$ cat src/rtl/cell_link_tx.sv
// Serial link transmitter: buffers W-bit words in a small FIFO and sends each
// as a framed bit stream (start 1, data LSB first, even parity, gap 0).
module cell_link_tx #(
    parameter int W     = 16,
    parameter int DEPTH = 4
) (
    input  logic                     clk,
    input  logic                     reset,
    input  logic [W-1:0]             in_data,
    input  logic                     in_valid,
    output logic                     in_ready,
    output logic                     link_out,
    output logic                     busy,
    output logic [$clog2(DEPTH):0]   count
);

    localparam int AW = $clog2(DEPTH);
    localparam int CW = AW + 1;
    localparam int BW = $clog2(W);

    typedef enum logic [1:0] {IDLE, DATA, PARITY, GAP} state_t;

    state_t          state_q, state_d;
    logic            link_q, link_d;
    logic [W-1:0]    shreg_q, shreg_d;
    logic            par_q, par_d;
    logic [BW-1:0]   bitcnt_q, bitcnt_d;
    logic [CW-1:0]   count_q, count_d;
    logic [AW-1:0]   wr_ptr_q, wr_ptr_d;
    logic [AW-1:0]   rd_ptr_q, rd_ptr_d;
    logic [W-1:0]    mem_q [DEPTH];

    logic            push;
    logic            pop;

    // Readiness depends on occupancy only, so a full FIFO refuses even during a pop.
    assign in_ready = (count_q != CW'(DEPTH));
    assign push     = in_valid && in_ready;
    assign pop      = (state_q == IDLE) && (count_q != '0);
    assign link_out = link_q;
    assign busy     = (state_q != IDLE) || (count_q != '0);
    assign count    = count_q;

    always_comb begin
        wr_ptr_d = push ? wr_ptr_q + AW'(1) : wr_ptr_q;
        rd_ptr_d = pop  ? rd_ptr_q + AW'(1) : rd_ptr_q;
        count_d  = count_q;
        case ({push, pop})
            2'b10:   count_d = count_q + CW'(1);
            2'b01:   count_d = count_q - CW'(1);
            default: count_d = count_q;
        endcase
    end

    always_comb begin
        state_d  = state_q;
        link_d   = link_q;
        shreg_d  = shreg_q;
        par_d    = par_q;
        bitcnt_d = bitcnt_q;
        case (state_q)
            IDLE: begin
                link_d = 1'b0;
                if (pop) begin
                    shreg_d  = mem_q[rd_ptr_q];
                    par_d    = ^mem_q[rd_ptr_q];
                    link_d   = 1'b1;
                    bitcnt_d = '0;
                    state_d  = DATA;
                end
            end
            DATA: begin
                link_d   = shreg_q[0];
                shreg_d  = {1'b0, shreg_q[W-1:1]};
                bitcnt_d = bitcnt_q + BW'(1);
                if (bitcnt_q == BW'(W - 1)) begin
                    state_d = PARITY;
                end
            end
            PARITY: begin
                link_d  = par_q;
                state_d = GAP;
            end
            GAP: begin
                link_d  = 1'b0;
                state_d = IDLE;
            end
            default: begin
                link_d  = 1'b0;
                state_d = IDLE;
            end
        endcase
    end

    // Storage needs no reset: the pointers and count define which entries are live.
    always_ff @(posedge clk) begin
        if (push) begin
            mem_q[wr_ptr_q] <= in_data;
        end
    end

    always_ff @(posedge clk or negedge reset) begin
        if (!reset) begin
            state_q  <= IDLE;
            link_q   <= 1'b0;
            shreg_q  <= '0;
            par_q    <= 1'b0;
            bitcnt_q <= '0;
            count_q  <= '0;
            wr_ptr_q <= '0;
            rd_ptr_q <= '0;
        end else begin
            state_q  <= state_d;
            link_q   <= link_d;
            shreg_q  <= shreg_d;
            par_q    <= par_d;
            bitcnt_q <= bitcnt_d;
            count_q  <= count_d;
            wr_ptr_q <= wr_ptr_d;
            rd_ptr_q <= rd_ptr_d;
        end
    end

endmodule

$ cat config.mk
export PLATFORM = sky130hd
export DESIGN_NAME = cell_link_tx
export DESIGN_NICKNAME = d
export VERILOG_FILES = /design/src/rtl/cell_link_tx.sv
export SDC_FILE = /design/constraint.sdc
export NUM_CORES = 1
export LEC_CHECK = 0
export CAP_MARGIN = 20
export CELL_PAD_IN_SITES_DETAIL_PLACEMENT = 0
export CELL_PAD_IN_SITES_GLOBAL_PLACEMENT = 1
export CORE_MARGIN = 1
export CORE_UTILIZATION = 54
export CTS_CLUSTER_DIAMETER = 80
export CTS_CLUSTER_SIZE = 25
export DETAILED_ROUTE_END_ITERATION = 6
export PLACE_DENSITY_LB_ADDON = 0.15
export SETUP_SLACK_MARGIN = 0.3
export SLEW_MARGIN = 20
export SYNTH_ARGS = -nofsm -noshare
export SYNTH_HDL_FRONTEND = slang
export SYNTH_SLANG_ARGS = --single-unit
$ cat constraint.sdc
create_clock -name clk -period 6.6 [get_ports clk]
set_clock_uncertainty 0.1 [all_clocks]
set_input_delay 1.32 -clock clk [delete_from_list [all_inputs] [get_ports clk]]
set_output_delay 1.32 -clock clk [all_outputs]
set_load 0.05 [all_outputs]
==> parameters.txt, run 1 <==
Parameter                              Value

Synth
  Library cells used by synthesis    32
  Area of the mapped netlist    around 0.0041 mm2
  Post-synthesis average cell area    approximately 16 um2
  Post-synthesis cell type with the largest combined area    edfxtp_1
  Area share of the largest cell type after synthesis    47.07%
  Net count after synthesis    around 280
  Fraction of the yosys area taken by sequential cells    around 66%
  Warning count from the yosys run    0
  Synthesized flop and latch total    95
  Count of mapped cells out of synthesis    249
  Largest cells by area after synthesis    edfxtp_1, dfrtp_1, mux4_1

Clock tree
  Clock buffers created by TritonCTS    9
  CTS tree    done
  Sinks on Clock Net    95
  Total number of H-tree levels    3
  Clock Path Buffers    2
  Clock transition at the registers of the reported paths    ~90 ps
  Post-CTS repair timing setup buffer count    0
  Insertion delay of the later-clocked pin in the worst-skew pair    350 ps
  Clk root buf    clkbuf_8
  Cts repair resizes    0
  Number of hold buffers added after cts    0

Critical path
  Required time of the worst setup path    slightly above 5000 ps
  Crit path to    busy
  Critical path start-end classification    flip-flop to primary output
  Slowest stage delay, CP    740 ps
  Startpoint of the worst-slack reg-to-reg timing path    rd_ptr_q[0]
  Launching instance or port of the critical path    count[0]
  Max stage delay cell, worst path    clkdlybuf4s50_1
  Internal reg-to-reg setup slack    about 3800 ps
  Worst-path cell chain    nor3_1 > nand2_1 > clkdlybuf4s50_1
  Max FO, Critical Path    4
  Startpoint Class    flip-flop
  Data arrival time of the worst path    roughly 2100 ps
  Worst reg2reg path endpoint    par_q
  Logic depth of the worst register-to-register path    6
  Critical path capture point type    primary output

Hold path
  Class of the tightest hold or removal check    flip-flop to flip-flop
  Count of cells along the worst hold path    2
  Min-delay src    shreg_q[1]

STA
  Smallest setup slack after layout    ~3100 ps
  Final Hold Viols    0
  Final count of pins violating max slew    0
  Total setup violations reported at the end of the flow    0
  Fin Setup TNS    0 ps
  Slew margin rel.    approximately 30%
  Worst-Margin Slew    approximately 1000 ps
  Minimum period implied by the final worst setup slack    about 3500 ps
  Max Freq    0.2821 GHz
  RSZ-0062 raised after global routing    false
  Crit share post-route    between 50% and 60%

Routing
  First-pass iteration count of the detailed router    4
  Via/cell ratio    about 5.3
  DRC Markers    0
  Antenna-violating nets left    0
  DRT iter0 DRCs    81
  Vias after detailed routing    about 2,000
  Final WL    ~6.5 mm
  Routed length per placed instance    ~17 um

Floorplanning
  Starting utilization of the core area    55.99%
  Count of boundary I/O pins    25
  Area of the placeable core    0.007292 mm2
  Die boundary height    about 89 um
  Area of the die    slightly below 0.008 mm2
  Die span in x    slightly below 90 um
  Std cell rows    31

Status
  Result of the run    completed

Placed design
  Placer Congestion    0.6844
  Instance area at placement    roughly 0.0044 mm2
  # port buffers    24
  Detail Placement HPWL    4.094 mm
  Worst setup timing slack at the placement stage    around 3400 ps

Power
  Maximum resistive drop on vdd    0.2296 mV
  Power Density    between 500 and 600 mW/mm2
  Reported leakage power    about 0.0017 uW

GRT
  Wire length of the first global-routing pass    10.64 mm
  Antenna violations before repair    0
  Total routing usage reported by global routing    between 10% and 20%
  Number of global-route vias before repair    2,095
  Leftover overflow at the end of global routing    0
  Maximum number of pins on one net before global-route repair    36

Finish
  Nets    between 300 and 400
  Count of antenna diodes in the layout    0
  Summed area of non-filler cells in the final layout    between 0.004 and 0.005 mm2
  Post-synthesis to final-layout area growth    12.38%
  FILL cells    around 560
  Proportion of layout cells with a drive suffix above 1    12.06%

Run
  Max capacitance violation total    0
## critical path, delay by kind of cell, from the launching register on
kind                   cells  cell delay, ps
DFF                        1             430
and+or+nand+nor            2             610
buffers and inverters      1             740
## cells in the mapped netlist
| library cell | instances |
|---|---|
| a211oi_1 | 1 |
| a21oi_2 | 1 |
| a22o_1 | 2 |
| a22oi_1 | 2 |
| a32o_1 | 1 |
| and2_1 | 1 |
| and3_1 | 4 |
| buf_1 | 1 |
| buf_12 | 1 |
| buf_2 | 2 |
| buf_6 | 1 |
| clkbuf_1 | 5 |
| dfrtp_1 | 31 |
| edfxtp_1 | 64 |
| fa_1 | 1 |
| ha_1 | 9 |
| inv_1 | 10 |
| mux2_2 | 1 |
| mux2i_1 | 17 |
| mux4_1 | 8 |
| mux4_2 | 8 |
| nand2_1 | 25 |
| nand2b_1 | 1 |
| nand3_1 | 4 |
| nor2_1 | 5 |
| nor3_1 | 1 |
| o21ai_0 | 20 |
| o21ai_1 | 1 |
| xnor2_1 | 11 |
| xnor2_2 | 5 |
| xnor2_4 | 1 |
| xor2_1 | 4 |
## cells in the final DEF, fill, tap and decap left out, types with 3 or more instances in the layout
cell / Yosys / routed
buf_4: 0 / 3
xnor2_2: 5 / 5
and3_1: 4 / 4
xnor2_1: 11 / 11
clkbuf_8: 0 / 10
nand3_1: 4 / 4
ha_1: 9 / 9
nor2_1: 5 / 5
o21ai_0: 20 / 20
edfxtp_1: 64 / 64
xor2_1: 4 / 4
clkdlybuf4s50_1: 0 / 24
nand2_1: 25 / 25
mux2i_1: 17 / 17
dfrtp_1: 31 / 31
inv_1: 10 / 10
mux4_1: 8 / 8
mux4_2: 8 / 8
## routing by layer
layer | up-vias | share of wire [%] | track usage [%]
met3 | 8 | 1.9 | 3.601
li1 | 984 | - | -
met1 | 1003 | 48 | 25.56
met2 | 22 | 49 | 31.54
met5 | - | 0 | 0
met4 | 0 | 1.4 | 6.926
## cells by family (layout without fill, tap and decap cells)
logic type / after synthesis / in the layout / share of synthesized area, %
AOI/OAI and AO/OA: 28 / 28 / 4.015
xor gates and xnor gates: 21 / 21 / 5.884
adders and majority gates: 10 / 10 / 3.249
buffers and inverters: 20 / 53 / 2.482
DFF: 95 / 95 / 66.07
muxes: 34 / 34 / 14.01
and+or+nand+nor: 41 / 41 / 4.291
## sequential cells by signal (all words and copies together), names as in the netlist
register,cells
state_q,2
par_q,1
count,3
link_out,1
wr_ptr_q,2
shreg_q,16
mem_q,64
rd_ptr_q,2
bitcnt_q,4
## metrics by stage
step,power [uW],hold slack [ps],instances,util (%)
after floorplan,1802,349.6,249,-
after global placement,2003,363.3,365,60.42
after detailed placement,2024,370.3,365,60.42
after CTS,2371,390.2,381,62.92
after global routing,2506,422.0,381,62.92
final,2339,389.6,381,62.92
## power breakdown
part           total [uW]  leakage [uW]  internal [uW]  switching, uW
registers             945      0.000968            823            122
logic                1040      0.000674            502            542
clock network         349     0.0000918            149            200
## how the worst min path moves through the flow
stage	end	slack (ps)
2_1_floorplan	shreg_q[10]	350
5_1_grt	shreg_q[5]	420
4_1_cts	shreg_q[3]	390
3_5_place_dp	shreg_q[3]	370
6_report	shreg_q[1]	390
3_3_place_gp	shreg_q[11]	360
## layout make-up
| class | instances | area [um2] | area share, % |
|---|---|---|---|
| Clock buffer | 10 | 137.6 | 3.000 |
| Clock inverter | 6 | 45.04 | 0.9817 |
| Inverter | 10 | 37.54 | 0.8181 |
| Multi-Input combinational cell | 134 | 1284 | 27.98 |
| Sequential cell | 95 | 2698 | 58.79 |
| Tap cell | 99 | 123.9 | 2.700 |
| Timing Repair Buffer | 27 | 262.8 | 5.727 |
No activity file was read; power rests on OpenSTA's default activity.
==> run 2: changes to the inputs <==
CORE_UTILIZATION = 50   (was 54)
clock period = 3.6 ns   (was 6.6 ns; I/O delays follow)
==> run 2 against run 1 <==
  * Design area up 0.95%
  * Power up 85%
  * Count of clock-buffer cells in the layout down 1
  * Utilization down 3.6 points
  * Sequential share of layout area down 0.56 points
  * Die area up 7.8%
  * Global-route usage down 1.9 points
  * Sequential power up 77%
  * Critical endpoint unchanged
  * Highest routed layer unchanged
==> parameters.txt, run 2 (synthesis results as in run 1) <==
Parameter                              Value

Critical path
  Launching instance or port of the critical path    count[0]
  Max stage delay cell, worst path    clkdlybuf4s50_1
  Internal reg-to-reg setup slack    1220 ps (-2570 ps)
  Worst-path cell chain    nor3_1 > nand2_1 > clkdlybuf4s50_1
  Critical path capture point type    primary output
  Required time of the worst setup path    2780 ps (-2400 ps)
  Data arrival time of the worst path    2090 ps (-30 ps)
  Startpoint of the worst-slack reg-to-reg timing path    count[0]
  Max FO, Critical Path    4 (unchanged)
  Startpoint Class    flip-flop
  Critical path start-end classification    flip-flop to primary output
  Slowest stage delay, CP    730 ps (about the same)

Floorplanning
  Die span in x    92.36 um (+3.8%)
  Area of the die    0.008530 mm2 (+7.8%)
  Starting utilization of the core area    52.29% (-3.7 points)
  Die boundary height    92.36 um (+3.8%)
  Std cell rows    32 (+3.2%)
  Count of boundary I/O pins    25 (unchanged)
  Area of the placeable core    0.007807 mm2 (+7.1%)

Clock tree
  Clock buffers created by TritonCTS    9 (unchanged)
  Clk root buf    clkbuf_8
  Clock transition at the registers of the reported paths    90 ps (about the same)
  CTS tree    done
  Total number of H-tree levels    3 (unchanged)
  Number of hold buffers added after cts    0 (unchanged)
  Post-CTS repair timing setup buffer count    0 (unchanged)
  Insertion delay of the later-clocked pin in the worst-skew pair    360 ps (about the same)
  Cts repair resizes    0 (unchanged)
  Sinks on Clock Net    95 (unchanged)
  Clock Path Buffers    2 (unchanged)

Finish
  Most frequent standard cell in the layout excluding fill and tap cells    edfxtp_1
  Biggest regs    mem_q (64), shreg_q (16), bitcnt_q (4)
  Final cell utilization of the core    59.33% (-3.6 points)
  Post-synthesis to final-layout area growth    13.45%
  Most used cells in the layout excluding fill and tap cells    edfxtp_1, dfrtp_1, nand2_1, clkdlybuf4s50_1, o21ai_0
  Flip-flop count of the largest register, all copies and words added    64 (unchanged)
  Proportion of layout cells with a drive suffix above 1    13.94% (+1.9 points)
  Nets    311 (+1.6%)
  Most flop-heavy register    mem_q
  Count of antenna diodes in the layout    0 (unchanged)

GRT
  Routing layer with the top usage in global route    met2
  Number of global-route vias before repair    2,052 (-2.1%)
  Wire length of the first global-routing pass    10.52 mm (-1.1%)
  Total routing usage reported by global routing    17.09% (-1.9 points)
  Met3 capacity usage during global routing    5.419% (+1.8 points)
  Met2 track utilization from global routing    27.35% (-4.2 points)
  Maximum number of pins on one net before global-route repair    36 (unchanged)
  Leftover overflow at the end of global routing    0 (unchanged)
  Antenna violations before repair    0 (unchanged)
  Met1 usage    22.51% (-3.0 points)

Placed design
  Placer Congestion    0.6937 (+1.4%)
  Detail Placement HPWL    4.037 mm (-1.4%)
  # port buffers    24 (unchanged)
  Worst setup timing slack at the placement stage    968.2 ps (-2411 ps)

STA
  Slew margin rel.    49.66% (+20 points)
  Worst hold slack after final layout    387.3 ps (-2.270 ps)
  Smallest setup slack after layout    690.7 ps (-2365 ps)
  Crit share post-route    between 80% and 90%
  Final Hold Viols    0 (unchanged)
  Fin Setup TNS    0 ps (unchanged)
  Worst-Margin Slew    755.1 ps (-294.9 ps)
  Final count of pins violating max slew    0 (unchanged)
  Max Freq    between 0.3 and 0.4 GHz
  Minimum period implied by the final worst setup slack    2909 ps
  RSZ-0062 raised after global routing    false
  Total setup violations reported at the end of the flow    0 (unchanged)

Routing
  Vias after detailed routing    2,034 (+0.84%)
  First-pass iteration count of the detailed router    6 (+2)
  DRC Markers    0 (unchanged)
  Final WL    6.304 mm (-2.9%)
  Routed length per placed instance    16.21 um (-4.9%)
  DRT iter0 DRCs    77 (-4.9%)
  Antenna-violating nets left    0 (unchanged)
  Via/cell ratio    5.229 (-1.2%)

Power
  Maximum resistive drop on vdd    0.3982 mV (+73%)
  Pwr Total    4318 uW (+85%)
  Power Density    932.2 mW/mm2 (+83%)
  Reported leakage power    0.001763 uW (+1.6%)

Hold path
  Min-delay src    shreg_q[11]
  Class of the tightest hold or removal check    flip-flop to flip-flop

Run
  Max capacitance violation total    0 (unchanged)

Status
  Result of the run    completed
## run 2: worst paths after layout
check / end / depth (start not counted)
max: busy / 3
min: shreg_q[11] / 2
max reg2reg: bitcnt_q[2] / 8
min reg2reg: shreg_q[11] / 2
max in group asynchronous: shreg_q[4] / 2
min in group asynchronous: shreg_q[5] / 2
## run 2: worst max-delay path, delay by kind of cell (launching register included)
family        cells  cell delay (ps)
buf+inv           1              730
flops             1              430
simple gates      2              580
## run 2: cell type report
| type | instances | area, um2 |
|---|---|---|
| Clock buffer | 9 | 123.9 |
| Timing Repair Buffer | 32 | 300.3 |
| Tap cell | 102 | 127.6 |
| Clock inverter | 7 | 61.31 |
| Multi-Input combinational cell | 134 | 1284 |
| Sequential cell | 95 | 2698 |
| Inverter | 10 | 37.54 |
| Fill cell | 619 | 3176 |
## run 2: through the flow
stage / instances / instance area [um2]
3_5_place_dp: 373 / 4447
4_1_cts: 389 / 4632
6_report: 389 / 4632
3_3_place_gp: 373 / 4447
2_1_floorplan: 249 / 4083
5_1_grt: 389 / 4632
## run 2: routing by layer
metal | wire length [um] | part of all wire [%] | vias up
li1 | - | - | 996
met1 | 2990 | 47 | 1002
met2 | 3022 | 48 | 28
met3 | 213 | 3.4 | 8
met4 | 77 | 1.2 | 0
met5 | 0 | 0 | -
## run 2: power by group
part / switching (uW) / internal [uW] / leakage [uW]
registers: 165 / 1510 / 0.000968
logic: 1060 / 943 / 0.000700
clock network: 383 / 265 / 0.0000940
total: 1600 / 2710 / 0.00176
